`src/rtl/ysyx_22050535_wb_arbiter_pkg.sv`:
```
// Shared widths and requester encoding for the write-back arbiter slice.
// Values mirror the core-wide register-file parameters.
package ysyx_22050535_wb_arbiter_pkg;

  localparam int ysyx_22050535_DATA_WIDTH = 32;
  localparam int ysyx_22050535_ADDR_WIDTH = 5;
  localparam int ysyx_22050535_REG_NUM    = 32;

  // Requester IDs, also the encoding of the round-robin pointer.
  typedef enum logic {
    ysyx_22050535_WB_EXU = 1'b0,
    ysyx_22050535_WB_LSU = 1'b1
  } wb_req_e;

endpackage

```
`src/rtl/ysyx_22050535_wb_arbiter_scoreboard.sv`:
```
// Busy-bit scoreboard: tracks destination registers with uncommitted writes
// and raises a stall for any candidate touching one of them.
module ysyx_22050535_scoreboard
  import ysyx_22050535_wb_arbiter_pkg::*;
#(
  parameter int ADDR_W  = ysyx_22050535_ADDR_WIDTH,
  parameter int REG_NUM = ysyx_22050535_REG_NUM
) (
  input  logic              clk,
  input  logic              rst_n,
  input  logic              set_en,
  input  logic [ADDR_W-1:0] set_rd,
  input  logic              clr_en,
  input  logic [ADDR_W-1:0] clr_rd,
  input  logic              flush,
  input  logic [ADDR_W-1:0] rs1,
  input  logic [ADDR_W-1:0] rs2,
  input  logic [ADDR_W-1:0] rd,
  output logic              stall,
  output logic              empty
);

  logic [REG_NUM-1:0] busy;
  logic [REG_NUM-1:0] busy_nxt;
  logic [REG_NUM-1:0] set_mask;
  logic [REG_NUM-1:0] clr_mask;
  logic [REG_NUM-1:0] x0_mask;

  // Clear is applied before set so a same-edge set wins; bit 0 is forced low.
  always_comb begin
    set_mask = {{(REG_NUM-1){1'b0}}, set_en} << set_rd;
    clr_mask = {{(REG_NUM-1){1'b0}}, clr_en} << clr_rd;
    x0_mask  = {{(REG_NUM-1){1'b0}}, 1'b1};
    busy_nxt = ((busy & ~clr_mask) | set_mask) & ~x0_mask;
  end

  always_ff @(posedge clk or negedge rst_n) begin
    if (!rst_n) begin
      busy <= {REG_NUM{1'b0}};
    end else if (flush) begin
      busy <= {REG_NUM{1'b0}};
    end else begin
      busy <= busy_nxt;
    end
  end

  assign stall = busy[rs1] | busy[rs2] | busy[rd];
  assign empty = ~|busy;

endmodule

```
`src/rtl/ysyx_22050535_wb_arbiter.sv`:
```
// Round-robin arbiter sharing the register-file write port between EXU and
// LSU, with a one-cycle registered write stage and a hazard scoreboard.
module ysyx_22050535_wb_arbiter
  import ysyx_22050535_wb_arbiter_pkg::*;
#(
  parameter int DATA_W  = ysyx_22050535_DATA_WIDTH,
  parameter int ADDR_W  = ysyx_22050535_ADDR_WIDTH,
  parameter int REG_NUM = ysyx_22050535_REG_NUM
) (
  input  logic              clk,
  input  logic              rst_n,
  input  logic              exu_valid,
  output logic              exu_ready,
  input  logic [ADDR_W-1:0] exu_rd,
  input  logic [DATA_W-1:0] exu_data,
  input  logic              lsu_valid,
  output logic              lsu_ready,
  input  logic [ADDR_W-1:0] lsu_rd,
  input  logic [DATA_W-1:0] lsu_data,
  output logic              rf_wen,
  output logic [ADDR_W-1:0] rf_waddr,
  output logic [DATA_W-1:0] rf_wdata,
  input  logic              iss_valid,
  input  logic [ADDR_W-1:0] iss_rd,
  input  logic [ADDR_W-1:0] iss_rs1,
  input  logic [ADDR_W-1:0] iss_rs2,
  output logic              iss_stall,
  input  logic              flush,
  output logic              sb_empty
);

  wb_req_e           last_grant;
  logic              grant_exu;
  logic              grant_lsu;
  logic              grant_any;
  logic [ADDR_W-1:0] sel_rd;
  logic [DATA_W-1:0] sel_data;

  // On a conflict the requester that did not win last time is granted.
  always_comb begin
    grant_exu = 1'b0;
    grant_lsu = 1'b0;
    if (exu_valid && lsu_valid) begin
      if (last_grant == ysyx_22050535_WB_LSU) begin
        grant_exu = 1'b1;
      end else begin
        grant_lsu = 1'b1;
      end
    end else if (exu_valid) begin
      grant_exu = 1'b1;
    end else if (lsu_valid) begin
      grant_lsu = 1'b1;
    end else begin
      grant_exu = 1'b0;
      grant_lsu = 1'b0;
    end
  end

  assign grant_any = grant_exu | grant_lsu;
  assign sel_rd    = grant_lsu ? lsu_rd   : exu_rd;
  assign sel_data  = grant_lsu ? lsu_data : exu_data;
  assign exu_ready = grant_exu;
  assign lsu_ready = grant_lsu;

  // Reset to LSU so that EXU wins the first conflict.
  always_ff @(posedge clk or negedge rst_n) begin
    if (!rst_n) begin
      last_grant <= ysyx_22050535_WB_LSU;
    end else if (grant_exu) begin
      last_grant <= ysyx_22050535_WB_EXU;
    end else if (grant_lsu) begin
      last_grant <= ysyx_22050535_WB_LSU;
    end
  end

  // x0 writes complete the handshake but never raise the write enable.
  always_ff @(posedge clk or negedge rst_n) begin
    if (!rst_n) begin
      rf_wen   <= 1'b0;
      rf_waddr <= {ADDR_W{1'b0}};
      rf_wdata <= {DATA_W{1'b0}};
    end else if (grant_any) begin
      rf_wen   <= (sel_rd != {ADDR_W{1'b0}});
      rf_waddr <= sel_rd;
      rf_wdata <= sel_data;
    end else begin
      rf_wen   <= 1'b0;
    end
  end

  ysyx_22050535_scoreboard #(
    .ADDR_W (ADDR_W),
    .REG_NUM(REG_NUM)
  ) u_scoreboard (
    .clk   (clk),
    .rst_n (rst_n),
    .set_en(iss_valid),
    .set_rd(iss_rd),
    .clr_en(rf_wen),
    .clr_rd(rf_waddr),
    .flush (flush),
    .rs1   (iss_rs1),
    .rs2   (iss_rs2),
    .rd    (iss_rd),
    .stall (iss_stall),
    .empty (sb_empty)
  );

endmodule
```
`config.mk`:
```
export PLATFORM = sky130hd
export DESIGN_NAME = ysyx_22050535_wb_arbiter
export DESIGN_NICKNAME = d
export VERILOG_FILES = /design/src/rtl/ysyx_22050535_wb_arbiter_pkg.sv /design/src/rtl/ysyx_22050535_wb_arbiter_scoreboard.sv /design/src/rtl/ysyx_22050535_wb_arbiter.sv
export SDC_FILE = /design/constraint.sdc
export NUM_CORES = 1
export LEC_CHECK = 0
export ABC_AREA = 1
export CORE_MARGIN = 1
export CORE_UTILIZATION = 48
export DETAILED_ROUTE_END_ITERATION = 8
export GPL_TIMING_DRIVEN = 1
export HOLD_SLACK_MARGIN = 0.05
export PLACE_DENSITY_LB_ADDON = 0.15
export SLEW_MARGIN = 20
export SYNTH_ARGS = -nofsm -noshare
export SYNTH_HDL_FRONTEND = slang
export SYNTH_SLANG_ARGS = --single-unit
```
`constraint.sdc`:
```
create_clock -name clk -period 1.9 [get_ports clk]
set_input_delay 0.38 -clock clk [delete_from_list [all_inputs] [get_ports clk]]
set_output_delay 0.38 -clock clk [all_outputs]
set_load 0.05 [all_outputs]
```
==> key figures <==
Routing
  – Remaining antenna violation count after routing: 0
  – Routed wire length: 15.6 mm
  – DR vias: 5244
  – Per-cell routed wire length: 17.2 µm
  – DRC viols: 2
  – Iteration-0 DRC count of the detailed router: 398
  – Vias per Instance: 5.81
  – First drt pass iteration count: 7

Critical path
  – Slowest stage cell, crit path: dfrtp_2
  – Critical Path Start Type: flip-flop
  – Worst path bufs/invs: 2
  – Kind of critical path: flip-flop to output port
  – Number of cells traversed by the worst register-to-register path: 4
  – Setup slack, reg-to-reg: 0.28 ns
  – Startpoint of the lowest-slack register-to-register path: rf_waddr[1]$_DFFE_PN0P_
  – Required time reported for the critical path endpoint: 1.52 ns
  – Delay of the slowest cell on the worst path: 0.48 ns
  – Cell breakdown of the critical path: buf_4 -> nor4_2 -> nand4_1 -> nor2_2 -> buf_12
  – Data arrival time of the critical path: 1.65 ns
  – Kind of cell with the highest combined delay on the critical path: simple AND/OR/NAND/NOR gates
  – Endpoint of the lowest-slack register-to-register path: u_scoreboard.busy[17]$_DFF_PN0_
  – Largest fanout on the critical path: 5
  – Type of destination of the critical path: output port

Timing
  – Setup repair after global routing missed its margin: yes
  – Part of the cycle the worst path needs: 1.07
  – Worst Setup Slack, final: -0.126 ns
  – Final critical delay including setup and external delays: 2.03 ns
  – Worst Tran Pin Value: 0.570 ns
  – Final setup violation count: 2
  – Maximum frequency from static timing analysis: 0.494 GHz
  – Fin. Hold Viols: 0
  – Largest clock skew in the final design: 0.0112 ns
  – Number of max-slew violations in the final report: 0
  – Max_slew headroom: 0.617
  – Final-layout worst hold slack: 0.0360 ns

Power and ir drop
  – Final Power: 4.32 mW
  – Pwr Density: 670 nW/µm²
  – Leakage: 2.95 nW
  – VDD IR max: 0.484 mV

Synth
  – Synthesized instance count: 640
  – Avg Inst Size Synth: 6.92 µm²
  – Synthesized net count: 735
  – Number of storage elements in the synthesis netlist: 70
  – Count of yosys warnings during synthesis: 0
  – Number of distinct standard cells referenced by the synthesized netlist: 32
  – Post-synthesis sequential area ratio: 0.396
  – Mapped Area: 4430 µm²
  – Largest area contributor in the netlist: dfrtp_1
  – Area share of the largest cell type after synthesis: 0.390
  – Synth area leaders: dfrtp_1, nand3_1, nand2_1, nand4_1, o21ai_0

Layout
  – Final core utilization: 0.729
  – Final standard cell count with taps included and fillers excluded: 903
  – Fraction of layout instances using a drive strength above 1: 0.181
  – Top library cells by usage in the layout, fill and taps aside: nand2_1, nand3_1, clkdlybuf4s50_1
  – Area growth, synth to finish: 45.5%
  – Most common library cell in the layout ignoring fill and taps: nand2_1
  – Final Net Count: 885
  – Count of antenna diodes in the layout: 0

Clock tree
  – Number of buffers created by CTS: 9
  – Clock sinks: 70
  – Number of H-tree branching levels: 3
  – Clock insertion delay at the later pin of the skew report: 0.35 ns
  – Maximum clock path buffer count: 2
  – Clock tree root driver cell: clkbuf_8
  – Clock-pin slew of the registers on the worst-case setup and hold paths: 0.09 ns
  – # hold bufs at CTS: 0
  – Clock tree from TritonCTS: done

Run status
  – Status: complete, but fails checks
  – Failing checks: design-rule violations, negative setup slack

Die
  – Core region area: 8850 µm²
  – Die Y-Extent: 98.1 µm
  – Die Footprint: 9620 µm²
  – Die X: 98.1 µm
  – Initial core utilization: 0.501
  – Ports placed on the boundary: 137
  – Cell Rows: 34

Placed design
  – Sum of net half-perimeters after detailed placement: 11.1 mm
  – Worst-case setup slack after placement: -0.375 ns
  – Cell count after placement: 882
  – GP Congestion: 0.910
  – Port-buffer cells: 136

Worst hold path
  – Hold Path Class: input port to async pin

Global routing
  – Wire length of the first global-routing pass: 25.2 mm
  – Initial antenna violation count: 0
  – GR Overflow Total: 0
  – Maximum number of pins on one net before global-route repair: 71
  – Global-route total usage across every layer: 0.332
  – Via count of the first global-routing pass: 5159

Flow run
  – Maximum Capacitance Violations: 0
==> where the power goes <==
| group | internal, mW | switching (mW) | total [mW] |
|---|---|---|---|
| Clock | 0.643 | 0.581 | 1.22 |
| Sequential | 1.59 | 0.0920 | 1.68 |
| Combinational | 0.549 | 0.863 | 1.41 |
| Total | 2.78 | 1.54 | 4.32 |
==> sequential cells by signal, summed over array words and instances (netlist names) <==
name               cells
last_grant             1
rf_waddr               5
rf_wdata              32
rf_wen                 1
u_scoreboard.busy     31
==> worst max-delay path by stage <==
stage,start,to,slack (ns),cells after the start
2_1_floorplan,iss_rs2[0],iss_stall,0.01,11
3_3_place_gp,iss_rd[0],iss_stall,-0.38,11
3_5_place_dp,iss_rd[0],iss_stall,-0.37,11
4_1_cts,u_scoreboard.busy[8]$_DFF_PN0_,iss_stall,-0.12,10
5_1_grt,u_scoreboard.busy[24]$_DFF_PN0_,iss_stall,-0.21,9
6_report,u_scoreboard.busy[25]$_DFF_PN0_,sb_empty,-0.13,5
==> routing by layer <==
layer	routed length (µm)	vias up	global-route usage
li1	-	2471	-
met1	6050	2394	0.407
met2	7290	309	0.548
met3	1420	70	0.0744
met4	798	0	0.175
met5	0	-	0
==> kinds of logic (layout without fill, tap and decap cells) <==
kind of cell | after synthesis | after routing | synth area share
compound gates | 74 | 74 | 0.0850
buf+inv | 85 | 240 | 0.0912
flops | 70 | 70 | 0.396
mux | 1 | 1 | 0.00226
simple gates | 410 | 410 | 0.426
==> cells in the mapped netlist <==
master      n
or2_1       1
buf_8       1
dfrtp_1    69
nand2_1   190
buf_6       2
inv_1      33
nand3_1   153
dfstp_2     1
o21ai_0    35
a21boi_0    1
nor2_2      1
and3_1      1
o21ai_1     4
nor3_1      3
a31oi_1     1
nor3_4      3
inv_4       1
buf_1       1
o211ai_1    1
inv_2       3
mux2i_1     1
nor2_1     16
nor4_1      7
inv_6       1
buf_2      20
nand4_1    31
buf_4       7
or2_2       3
a21oi_1    32
clkbuf_1   14
clkinv_1    2
nor3_2      1
==> metrics by stage <==
step           TNS (ns)  cell area, µm²
2_1_floorplan         0            4430
3_3_place_gp     -0.391            6080
3_5_place_dp     -0.494            6080
4_1_cts          -0.167            6380
5_1_grt          -0.396            6450
6_report         -0.250            6450
==> repair_timing <==
action,4_1_cts,5_1_grt
setup buffers,3,2
endpoints found under the hold margin,0,0
resized for setup,51,25
pin swaps,14,5
endpoints found under the setup margin,11,10
==> area by class of cell <==
cell class | count | area [µm²]
Timing Repair Buffer | 184 | 1820
Clock buffer | 11 | 141
Multi-Input combinational cell | 485 | 2350
Fill cell | 708 | 2400
Clock inverter | 5 | 58.8
Tap cell | 108 | 135
Inverter | 40 | 164
Sequential cell | 70 | 1770
Power figures use the tool's default switching activity.
